## config.mk

```make
export PLATFORM = sky130hd
export DESIGN_NAME = header_parser
export DESIGN_NICKNAME = d
export VERILOG_FILES = /design/src/rtl/header_parser_pkg.sv /design/src/rtl/small_fifo.sv /design/src/rtl/header_parser.sv
export SDC_FILE = /design/constraint.sdc
export NUM_CORES = 2
export LEC_CHECK = 0
export BUFFER_PORTS_ARGS = -buffer_cell sky130_fd_sc_hd__buf_2
export CAP_MARGIN = 10
export CORE_MARGIN = 5
export CORE_UTILIZATION = 61
export DETAILED_ROUTE_END_ITERATION = 12
export PLACE_DENSITY = 0.88
export REMOVE_ABC_BUFFERS = 1
export SLEW_MARGIN = 10
export SYNTH_ARGS = -nofsm -noshare
export SYNTH_HDL_FRONTEND = slang
export SYNTH_SLANG_ARGS = --single-unit
```

## constraint.sdc

```tcl
create_clock -name clk -period 8.03 [get_ports clk]
set_clock_uncertainty 0.1 [all_clocks]
set_input_delay 0.4015 -clock clk [delete_from_list [all_inputs] [get_ports clk]]
set_output_delay 0.4015 -clock clk [all_outputs]
set_load 0.05 [all_outputs]
```

## src/rtl/header_parser_pkg.sv

```systemverilog
`default_nettype none
// ============================================================================
// Module  : header_parser_pkg
// Brief   : IOQ module-header defines and the parsed header vector type.
// Revision: 1.0 - initial release
// ============================================================================
package header_parser_pkg;

    // IOQ module header identification and field placement
    localparam logic [7:0] c_IOQ_HDR_CTRL     = 8'hFF;
    localparam int         c_IOQ_SRC_PORT_POS = 16;
    localparam int         c_IOQ_BYTE_LEN_POS = 0;
    localparam int         c_IOQ_FIELD_W      = 16;

    // Byte lane (from LSB) carrying the low byte of the ethertype in E2
    localparam int         c_ETYPE_LO_LANE    = 2;

    typedef struct packed {
        logic [15:0] src_port;
        logic [15:0] byte_len;
        logic [47:0] dst_mac;
        logic [47:0] src_mac;
        logic [15:0] ethertype;
        logic        short_pkt;
    } hdr_vec_t;

endpackage
`default_nettype wire

```

## src/rtl/small_fifo.sv

```systemverilog
`default_nettype none
// ============================================================================
// Module  : small_fifo
// Brief   : Synchronous FIFO with combinational read port and nearly-full flag.
// Revision: 1.0 - initial release
// ============================================================================
module small_fifo #(
    parameter int WIDTH          = 72,
    parameter int MAX_DEPTH_BITS = 3
) (
    input  logic             clk,
    input  logic             reset,
    input  logic [WIDTH-1:0] i_din,
    input  logic             i_wr_en,
    input  logic             i_rd_en,
    output logic [WIDTH-1:0] o_dout,
    output logic             o_nearly_full,
    output logic             o_empty
);

    localparam int                      c_DEPTH    = 2 ** MAX_DEPTH_BITS;
    localparam int                      c_NF_INT   = c_DEPTH - 2;
    localparam logic [MAX_DEPTH_BITS:0] c_FULL_CNT = c_DEPTH[MAX_DEPTH_BITS:0];
    // Two-entry margin: a writer reacting one cycle late still fits
    localparam logic [MAX_DEPTH_BITS:0] c_NF_CNT   = c_NF_INT[MAX_DEPTH_BITS:0];

    logic [WIDTH-1:0]          r_mem [c_DEPTH];
    logic [MAX_DEPTH_BITS-1:0] r_wr_ptr;
    logic [MAX_DEPTH_BITS-1:0] r_rd_ptr;
    logic [MAX_DEPTH_BITS:0]   r_count;
    logic                      w_full;
    logic                      w_wr;
    logic                      w_rd;

    assign w_full        = (r_count == c_FULL_CNT);
    assign o_empty       = (r_count == '0);
    assign o_nearly_full = (r_count >= c_NF_CNT);
    assign w_wr          = i_wr_en & ~w_full;
    assign w_rd          = i_rd_en & ~o_empty;
    assign o_dout        = r_mem[r_rd_ptr];

    always_ff @(posedge clk) begin
        if (w_wr) begin
            r_mem[r_wr_ptr] <= i_din;
        end
    end

    always_ff @(posedge clk) begin
        if (reset) begin
            r_wr_ptr <= '0;
            r_rd_ptr <= '0;
            r_count  <= '0;
        end else begin
            if (w_wr) begin
                r_wr_ptr <= r_wr_ptr + 1'b1;
            end
            if (w_rd) begin
                r_rd_ptr <= r_rd_ptr + 1'b1;
            end
            case ({w_wr, w_rd})
                2'b10:   r_count <= r_count + 1'b1;
                2'b01:   r_count <= r_count - 1'b1;
                default: r_count <= r_count;
            endcase
        end
    end

endmodule
`default_nettype wire

```

## src/rtl/header_parser.sv

```systemverilog
`default_nettype none
// ============================================================================
// Module  : header_parser
// Brief   : Extracts IOQ/Ethernet header fields while buffering the packet.
// Revision: 1.0 - initial release
// ============================================================================
module header_parser
    import header_parser_pkg::*;
#(
    parameter int DATA_WIDTH      = 64,
    parameter int CTRL_WIDTH      = DATA_WIDTH / 8,
    parameter int FIFO_DEPTH_BITS = 5
) (
    input  logic                  clk,
    input  logic                  reset,
    input  logic [DATA_WIDTH-1:0] in_data,
    input  logic [CTRL_WIDTH-1:0] in_ctrl,
    input  logic                  in_wr,
    output logic                  in_rdy,
    output logic [DATA_WIDTH-1:0] out_data,
    output logic [CTRL_WIDTH-1:0] out_ctrl,
    output logic                  out_wr,
    input  logic                  out_rdy,
    output logic                  hdr_vld,
    input  logic                  hdr_rdy,
    output logic [15:0]           hdr_src_port,
    output logic [15:0]           hdr_byte_len,
    output logic [47:0]           hdr_dst_mac,
    output logic [47:0]           hdr_src_mac,
    output logic [15:0]           hdr_ethertype,
    output logic                  hdr_short
);

    localparam logic [1:0] c_MOD_HDRS = 2'd0;
    localparam logic [1:0] c_ETH_W1   = 2'd1;
    localparam logic [1:0] c_ETH_W2   = 2'd2;
    localparam logic [1:0] c_WAIT_EOP = 2'd3;

    localparam int c_FIFO_W = DATA_WIDTH + CTRL_WIDTH;

    logic [1:0]          r_state;
    logic [1:0]          w_state_nxt;
    hdr_vec_t            r_cap;
    hdr_vec_t            w_cap_nxt;
    hdr_vec_t            r_slot;
    logic                r_slot_full;
    logic                r_cap_done;
    logic                w_done;
    logic                w_pop;
    logic                w_ctrl_zero;
    logic                w_is_ioq;
    logic                w_trunc;
    logic                w_fifo_nf;
    logic                w_fifo_empty;
    logic                w_fifo_rd;
    logic [c_FIFO_W-1:0] w_fifo_dout;

    assign w_ctrl_zero = (in_ctrl == '0);
    assign w_is_ioq    = (in_ctrl == CTRL_WIDTH'(c_IOQ_HDR_CTRL));
    // An EOP whose last valid byte lies above the ethertype cuts it off
    assign w_trunc     = |(in_ctrl >> (c_ETYPE_LO_LANE + 1));
    assign w_pop       = r_slot_full & hdr_rdy;

    assign in_rdy = ~reset & ~w_fifo_nf &
                    ~(r_slot_full & r_cap_done & (r_state == c_MOD_HDRS));

    always_comb begin
        w_state_nxt = r_state;
        w_cap_nxt   = r_cap;
        w_done      = 1'b0;
        if (in_wr) begin
            case (r_state)
                c_MOD_HDRS, c_ETH_W1: begin
                    if (r_state == c_MOD_HDRS) begin
                        w_cap_nxt = '0;
                    end
                    if (w_ctrl_zero) begin
                        w_cap_nxt.dst_mac        = in_data[63:16];
                        w_cap_nxt.src_mac[47:32] = in_data[15:0];
                        w_state_nxt              = c_ETH_W2;
                    end else begin
                        if (w_is_ioq) begin
                            w_cap_nxt.src_port = in_data[c_IOQ_SRC_PORT_POS +: c_IOQ_FIELD_W];
                            w_cap_nxt.byte_len = in_data[c_IOQ_BYTE_LEN_POS +: c_IOQ_FIELD_W];
                        end
                        w_state_nxt = c_ETH_W1;
                    end
                end
                c_ETH_W2: begin
                    w_done = 1'b1;
                    if (!w_ctrl_zero && w_trunc) begin
                        w_cap_nxt.short_pkt     = 1'b1;
                        w_cap_nxt.ethertype     = '0;
                        w_cap_nxt.src_mac[31:0] = '0;
                        w_state_nxt             = c_MOD_HDRS;
                    end else begin
                        w_cap_nxt.short_pkt     = 1'b0;
                        w_cap_nxt.src_mac[31:0] = in_data[63:32];
                        w_cap_nxt.ethertype     = in_data[31:16];
                        w_state_nxt             = w_ctrl_zero ? c_WAIT_EOP : c_MOD_HDRS;
                    end
                end
                c_WAIT_EOP: begin
                    if (!w_ctrl_zero) begin
                        w_state_nxt = c_MOD_HDRS;
                    end
                end
                default: w_state_nxt = c_MOD_HDRS;
            endcase
        end
    end

    always_ff @(posedge clk) begin
        if (reset) begin
            r_state     <= c_MOD_HDRS;
            r_cap       <= '0;
            r_slot      <= '0;
            r_slot_full <= 1'b0;
            r_cap_done  <= 1'b0;
        end else begin
            r_state <= w_state_nxt;
            r_cap   <= w_cap_nxt;
            if (!r_slot_full || w_pop) begin
                // Slot is free this cycle: oldest completed vector goes first
                if (r_cap_done) begin
                    r_slot      <= r_cap;
                    r_slot_full <= 1'b1;
                    r_cap_done  <= w_done;
                end else if (w_done) begin
                    r_slot      <= w_cap_nxt;
                    r_slot_full <= 1'b1;
                end else begin
                    r_slot_full <= 1'b0;
                end
            end else if (w_done) begin
                r_cap_done <= 1'b1;
            end
        end
    end

    assign hdr_vld       = r_slot_full;
    assign hdr_src_port  = r_slot.src_port;
    assign hdr_byte_len  = r_slot.byte_len;
    assign hdr_dst_mac   = r_slot.dst_mac;
    assign hdr_src_mac   = r_slot.src_mac;
    assign hdr_ethertype = r_slot.ethertype;
    assign hdr_short     = r_slot.short_pkt;

    assign w_fifo_rd = ~w_fifo_empty & out_rdy;

    small_fifo #(
        .WIDTH          (c_FIFO_W),
        .MAX_DEPTH_BITS (FIFO_DEPTH_BITS)
    ) u_pkt_fifo (
        .clk           (clk),
        .reset         (reset),
        .i_din         ({in_ctrl, in_data}),
        .i_wr_en       (in_wr),
        .i_rd_en       (w_fifo_rd),
        .o_dout        (w_fifo_dout),
        .o_nearly_full (w_fifo_nf),
        .o_empty       (w_fifo_empty)
    );

    always_ff @(posedge clk) begin
        if (reset) begin
            out_wr   <= 1'b0;
            out_data <= '0;
            out_ctrl <= '0;
        end else begin
            out_wr <= w_fifo_rd;
            if (w_fifo_rd) begin
                out_data <= w_fifo_dout[DATA_WIDTH-1:0];
                out_ctrl <= w_fifo_dout[DATA_WIDTH +: CTRL_WIDTH];
            end
        end
    end

endmodule
`default_nettype wire
```

### After elaboration in Yosys (flattened, before gate mapping)

Memory sizes are Yosys's and may differ from the RTL's. A register that Yosys moved wholly into a read port is not among the register bits.
Index checks and enable logic that the tools add are counted.

| storage, ports and cells | value |
|---|---|
| word-level logic and storage cells | 85 |
| ROM bits | 0 |
| input bits | 77 |
| latch bits | 0 |
| output and inout bits | 220 |
| memories | 1 |
| bits in registers | 311 |
| RAM bits | 2304 |

| operators by class | value |
|---|---|
| equal/unequal tests | 8 |
| div/mod/pow operators | 0 |
| bitwise operators | 13 |
| $lt $le $gt $ge | 1 |
| reductions and logical operators | 14 |
| muxes and demuxes | 25 |
| multiply operators | 0 |
| $add $sub $neg | 4 |
| shift operators | 0 |

Memories:

| name | depth | width | read ports | clocked after memory_dff | wr ports | line | source |
|---|---|---|---|---|---|---|---|
| u_pkt_fifo.r_mem | 32 | 72 | 1 | 1 | 1 | small_fifo.sv:27 | `logic [WIDTH-1:0] r_mem [c_DEPTH];` |

Operators with widths:

| kind | number |
|---|---|
| 145-bit two-way mux | 4 |
| 49-bit case mux with 2 select lines | 1 |
| 96-bit two-way mux | 1 |
| 32-bit two-way mux | 2 |
| 64-bit two-way mux | 1 |
| 49-bit two-way mux | 1 |
| 6-bit case mux with 2 select lines | 1 |
| 5-bit by 1-bit adder with 5-bit output (second input constant) | 2 |
| 1-bit two-way mux | 9 |
| 1-bit AND | 8 |
| 8-bit == test (second input constant) | 1 |
| 8-bit zero test | 1 |
| 2-bit two-way mux | 4 |
| 6-bit by 1-bit adder with 6-bit output (second input constant) | 1 |
| 2-bit == test (second input constant) | 3 |
| 6-bit == test (second input constant) | 1 |
| 6-bit by 5-bit >= comparator with 1-bit output (second input constant) | 1 |
| 6-bit zero test | 1 |
| 2-bit case mux with 3 select lines | 1 |
| 2-bit nonzero test | 3 |
| 6-bit by 1-bit subtractor with 6-bit output (second input constant) | 1 |
| 1-bit NOT | 5 |
| 5-bit OR reduction | 1 |
| 2-bit by 1-bit == test with 1-bit output (second input constant) | 2 |
| 7 further kinds | 9 |

### Longest topological paths before layout

| depth | value |
|---|---|
| depth in word-level cells | 8 |
| depth in mapped cells | 13 |

### Cells and area by module

Synthesis repeated with hierarchy kept, for this count alone.

| unflattened totals | value |
|---|---|
| cell total of the unflattened synthesis | 5722 |
| area total of the unflattened synthesis | 102492.0 µm² |

By module, submodules not included:

| module | instances | cells each | seq. area each (µm²) | area an instance (µm²) |
|---|---|---|---|---|
| small_fifo | 1 | 4263 | 69606.8 | 89138.0 |
| header_parser | 1 | 1459 | 7347.0 | 13354.1 |

### Least setup slack after synthesis

OpenSTA, ideal clock, no wires.

| timing path | value |
|---|---|
| path type | flip-flop to flip-flop |
| from | register u_pkt_fifo.r_count[1] |
| to | memory u_pkt_fifo.r_mem[15][0], enable pin |
| clock period less this slack | 4.818 ns |
| stages on the path, launching flop included | 6 |
| arrival | 4.215 ns |
| buffers on the path | 1 |
| slack | 3.212 ns |
| path through | dfxtp_1 buf_2 nor3_2 a31oi_2 nand2_1 nor2_1 |

| between the ends | value |
|---|---|
| longest elaborated chain between the ends | 5 |

Ends and longest elaborated chain:

| element | line | source |
|---|---|---|
| from (decl) | small_fifo.sv:30 | `logic [MAX_DEPTH_BITS:0] r_count;` |
| from (signal assigned) | small_fifo.sv:61 | `2'b10: r_count <= r_count + 1'b1;` |
| from (signal assigned) | small_fifo.sv:62 | `2'b01: r_count <= r_count - 1'b1;` |
| from (signal assigned) | small_fifo.sv:63 | `default: r_count <= r_count;` |
| 6-bit == test | small_fifo.sv:35 | `assign w_full = (r_count == c_FULL_CNT);` |
| 1-bit NOT | small_fifo.sv:38 | `assign w_wr = i_wr_en & ~w_full;` |
| 1-bit AND | small_fifo.sv:38 |  |
| 1-bit two-way mux | small_fifo.sv:43 | `if (w_wr) begin` |
| 1-bit two-way mux (implied by the code) | small_fifo.sv:44 | `r_mem[r_wr_ptr] <= i_din;` |
| to (decl) | small_fifo.sv:27 |  |

No other way between the ends.

### Final worst setup path

| timing path | value |
|---|---|
| from | register u_pkt_fifo.r_count[2] |
| to | memory u_pkt_fifo.r_mem[22][67], enable pin |

Same word-level chain as after synthesis.

==> impl_metrics.yaml <==
worst_setup_path:
  timing.rr.end: "u_pkt_fifo.r_mem[22][67]$_DFFE_PP_"
  worst-setup-path-type: "register to register"
  cp.required_ns: 8.42
  critPathLaunchType: "register"
  rr_worst_depth: 5
  worst_setup_path_end_kind: "register"
  timing.critical_path.fanout_max: 49
  r2r-start: "u_pkt_fifo.r_count[2]$_SDFFE_PP0P_"
  worstPathArrival_ns: 5.29
  setup.reg_to_reg.worst_slack_ns: 3.13
placed_design:
  dp_slack_ns: 3.43
  dpl-instance-area_sq_um: 106000
  place.detailed.hpwl_um: 147000
  port-buffer-count: 296
  placedCellCount: 7875
  placer_congestion: 0.865
global_route:
  grt_max_degree: 131
  grt.overflow.total: 0
  first_pass_grt_wire_length_um: 420000
  number_of_antenna_violations_at_the_first_check_in_global_routing: 6
  grt_pass1_vias: 61500
  total_routing_usage_reported_by_global_routing_pct: 32.9
power:
  p_leak_nw: 36.1
  pwr_density_cell_nw_per_um2: 291
  vdd_drop_max_v: 0.000281
timing:
  finalWorstSetupSlack_ns: 3.13
  fin_crit_sh_pct: 61.0
  rsz0062_at_grt: "no"
  timing_max_transition_violations_final: 0
  finalSetupTns_ns: 0
  hold_violations: 0
  setup_viol: 0
  tightestPinTransition_ns: 1.30
  fin_crit_ns: 4.90
  timing.slew.headroom_pct: 13.3
  achievable-frequency_mhz: 204
synth:
  synth_ff_type: "sky130_fd_sc_hd__edfxtp_1"
  ys_async_sr_fraction_pct: 0
  avgSynthCellArea_sq_um: 18.1
  postSynthRegisterBits: 2687
  netlist_instances: 5660
  syn_area_sq_um: 103000
  seq_area_frac_synth_pct: 74.8
  synth_cell_type_count: 55
  count_of_yosys_warnings_during_synthesis: 0
  synth_edf_count: 2304
layout:
  instances_no_fill: 8436
  nFillCells: 9177
  synthToLayoutAreaGrowth_pct: 12.8
  final_area_sq_um: 116000
  final_core_util_pct: 69.3
  final_layout_size_suffix_gt1_share_pct: 20.4
  numnets_final: 6109
floorplan:
  num_io_pins: 297
  rows: 150
  dieWidth_um: 420
  placeableCoreArea_sq_um: 167000
  fp.dieArea_sq_um: 177000
  dieHeight_um: 420
  floorplan.initialDensity_pct: 61.4
routing:
  post_drt_via_cell_ratio: 7.21
  route.antenna.remaining_nets: 0
  drt_drc_violations_left: 0
  finalWirelength_um: 292000
  num_vias: 60800
  route.detailed.wl_per_inst_um: 34.6
  drt_iter0_markers: 10600
  dr.pass1.iters: 9
min_path:
  whs_path_cells: 6
  holdCritStartpoint: "out_rdy"
  hold_end: "u_pkt_fifo.r_rd_ptr[0]$_SDFFE_PP0P_"
  hold_path_class: "input pin to register"
cts:
  cts_buffers: 276
  cts_setup_buffers: 0
  ctsHtreeMaxLevel: 5
  clockRootBuffer: "sky130_fd_sc_hd__clkbuf_16"
  tritoncts_clock_tree: "yes"
  cts_num_sinks: 2687
  worst_skew_pair.late_latency_ns: 0.93
  ctsLongestPathBuffers: 4
  clkSlewWorstSetupHoldPaths_ns: 0.06
job:
  cap_viol_max_count: 0
status:
  run_status: "finished, final reports clean"
==> state kept, by name (all words and copies together) (netlist names) <==
name and flops:
u_pkt_fifo.r_rd_ptr 5, out_wr 1, hdr_vld 1, u_pkt_fifo.r_count 6
hdr_ethertype 16, hdr_byte_len 16, out_ctrl 8, hdr_src_mac 48
out_data 64, hdr_src_port 16, r_cap 145, r_state 2
hdr_short 1, u_pkt_fifo.r_wr_ptr 5, u_pkt_fifo.r_mem 2304, hdr_dst_mac 48
r_cap_done 1
==> per-layer routing <==
| layer | track usage (%) | routed length (um) | vias to the layer above |
|---|---|---|---|
| met3 | 7.78 | 37900 | 1300 |
| met1 | 41.6 | 93400 | 30200 |
| met5 | 0 | 0 | - |
| met4 | 21.1 | 22900 | 0 |
| li1 | - | - | 23500 |
| met2 | 51.8 | 138000 | 5826 |
==> critical path, stage by stage (launching register included) <==
cell and delay [ns]:
sky130_fd_sc_hd__dfxtp_1 0.53, sky130_fd_sc_hd__nor3_2 0.14, sky130_fd_sc_hd__a31oi_2 0.83, sky130_fd_sc_hd__nand2_1 0.83, sky130_fd_sc_hd__nor2_4 1.08, sky130_fd_sc_hd__buf_4 0.88
==> synth_stat cells, types with 4 or more instances <==
cell,instances,area (sq um)
sky130_fd_sc_hd__edfxtp_1,2304,69200
sky130_fd_sc_hd__mux2i_1,574,5750
sky130_fd_sc_hd__dfxtp_1,383,7670
sky130_fd_sc_hd__mux4_2,338,7610
sky130_fd_sc_hd__nor2_1,270,1010
sky130_fd_sc_hd__nand2_1,225,845
sky130_fd_sc_hd__a21oi_1,204,1020
sky130_fd_sc_hd__clkbuf_1,199,747
sky130_fd_sc_hd__a22oi_1,173,1300
sky130_fd_sc_hd__buf_2,124,621
sky130_fd_sc_hd__a221oi_1,97,850
sky130_fd_sc_hd__a22o_1,72,631
sky130_fd_sc_hd__nor3_1,53,265
sky130_fd_sc_hd__mux2_2,50,563
sky130_fd_sc_hd__o221ai_1,50,438
sky130_fd_sc_hd__o22ai_1,50,313
sky130_fd_sc_hd__o21ai_1,49,245
sky130_fd_sc_hd__a2111oi_2,48,721
sky130_fd_sc_hd__nor2b_1,39,244
sky130_fd_sc_hd__nand3_1,38,190
sky130_fd_sc_hd__nand3b_1,37,278
sky130_fd_sc_hd__and3b_1,34,298
sky130_fd_sc_hd__o31ai_1,33,248
sky130_fd_sc_hd__a311oi_1,30,263
sky130_fd_sc_hd__nor3b_1,30,225
sky130_fd_sc_hd__buf_4,26,195
sky130_fd_sc_hd__a211oi_1,23,173
sky130_fd_sc_hd__buf_1,21,78.8
sky130_fd_sc_hd__buf_6,13,146
sky130_fd_sc_hd__xor2_1,9,78.8
sky130_fd_sc_hd__ha_1,8,100
sky130_fd_sc_hd__inv_1,8,30.0
sky130_fd_sc_hd__nand2b_1,7,43.8
sky130_fd_sc_hd__o21ai_0,6,30.0
sky130_fd_sc_hd__nand4_1,4,25.0
sky130_fd_sc_hd__or3_1,4,25.0
sky130_fd_sc_hd__xnor2_1,4,35.0
==> how the worst max path moves through the flow <==
stage                                              from                                 end  depth (start not counted)
finish               u_pkt_fifo.r_count[2]$_SDFFE_PP0P_  u_pkt_fifo.r_mem[22][67]$_DFFE_PP_                          5
CTS                  u_pkt_fifo.r_count[2]$_SDFFE_PP0P_  u_pkt_fifo.r_mem[22][67]$_DFFE_PP_                          5
global route         u_pkt_fifo.r_count[2]$_SDFFE_PP0P_   u_pkt_fifo.r_mem[22][6]$_DFFE_PP_                          5
global placement                                  in_wr  u_pkt_fifo.r_mem[22][70]$_DFFE_PP_                          6
detailed placement                                in_wr  u_pkt_fifo.r_mem[22][67]$_DFFE_PP_                          6
floorplan           u_pkt_fifo.r_rd_ptr[0]$_SDFFE_PP0P_           out_data[43]$_SDFFE_PP0P_                          4
==> cell usage in the layout, fill, tap and decap left out, types with 26 or more instances in the layout <==
master                          instances
sky130_fd_sc_hd__mux4_2               338
sky130_fd_sc_hd__mux2i_1              574
sky130_fd_sc_hd__a2111oi_2             48
sky130_fd_sc_hd__mux2_2                50
sky130_fd_sc_hd__a311oi_1              30
sky130_fd_sc_hd__o22ai_1               50
sky130_fd_sc_hd__o21ai_1               49
sky130_fd_sc_hd__buf_4                 83
sky130_fd_sc_hd__edfxtp_1            2304
sky130_fd_sc_hd__clkinv_2              35
sky130_fd_sc_hd__a221oi_1              97
sky130_fd_sc_hd__nor3b_1               30
sky130_fd_sc_hd__a22o_1                72
sky130_fd_sc_hd__buf_2                295
sky130_fd_sc_hd__nand2_1              223
sky130_fd_sc_hd__nand3b_1              37
sky130_fd_sc_hd__nor3_1                51
sky130_fd_sc_hd__o31ai_1               33
sky130_fd_sc_hd__and3b_1               34
sky130_fd_sc_hd__o221ai_1              50
sky130_fd_sc_hd__clkbuf_8              26
sky130_fd_sc_hd__a21oi_1              204
sky130_fd_sc_hd__nor2_1               233
sky130_fd_sc_hd__nor2_4                36
sky130_fd_sc_hd__clkbuf_1              79
sky130_fd_sc_hd__clkinv_1              31
sky130_fd_sc_hd__clkbuf_16            284
sky130_fd_sc_hd__dfxtp_1              377
sky130_fd_sc_hd__nand3_1               36
sky130_fd_sc_hd__nor2b_1               35
sky130_fd_sc_hd__a22oi_1              173
sky130_fd_sc_hd__dlygate4sd3_1         75
==> metrics by stage <==
stage	hold WS, ns	total power (W)
after floorplan	0.325	0.0216
after global placement	0.337	0.0210
after detailed placement	0.343	0.0211
after CTS	0.00375	0.0336
after global routing	0.0718	0.0345
final	0.0666	0.0337
==> area by class of cell <==
cell class / instances / area, sq um / share of cell area (%)
Timing Repair Buffer: 469 / 3170 / 2.74
Tap cell: 2204 / 2760 / 2.38
Inverter: 9 / 33.8 / 0.0292
Antenna cell: 3 / 7.51 / 0.00648
Sequential cell: 2687 / 76900 / 66.4
Clock inverter: 93 / 850 / 0.733
Clock buffer: 390 / 7770 / 6.71
Multi-Input combinational cell: 2581 / 24400 / 21.0
==> logic make-up (layout without fill, tap and decap cells) <==
kind of cell / Yosys count / count (layout) / synth area share [%]
AOI/OAI and AO/OA: 843 / 843 / 6.14
xor gates and xnor gates: 13 / 13 / 0.111
adders and majority gates: 8 / 8 / 0.0975
buffers and inverters: 392 / 961 / 1.77
DFF: 2687 / 2687 / 74.8
muxes: 962 / 962 / 13.6
other: 0 / 3 / 0
and+or+nand+nor: 755 / 755 / 3.47
==> power breakdown <==
group          total, W  internal (W)  leakage [nW]  switching (W)
sequential       0.0159        0.0155          23.9       0.000394
combinational   0.00524       0.00189          8.02        0.00335
clock            0.0125       0.00722          4.23        0.00531
total            0.0337        0.0246          36.1        0.00905
==> what timing repair did <==
action                                  CTS  global route
resized for setup                         0             0
hold buffers                             75             0
endpoints found under the hold margin  2269             0
setup endpoints to repair                 0             0
(Power assumes the default switching activity.)
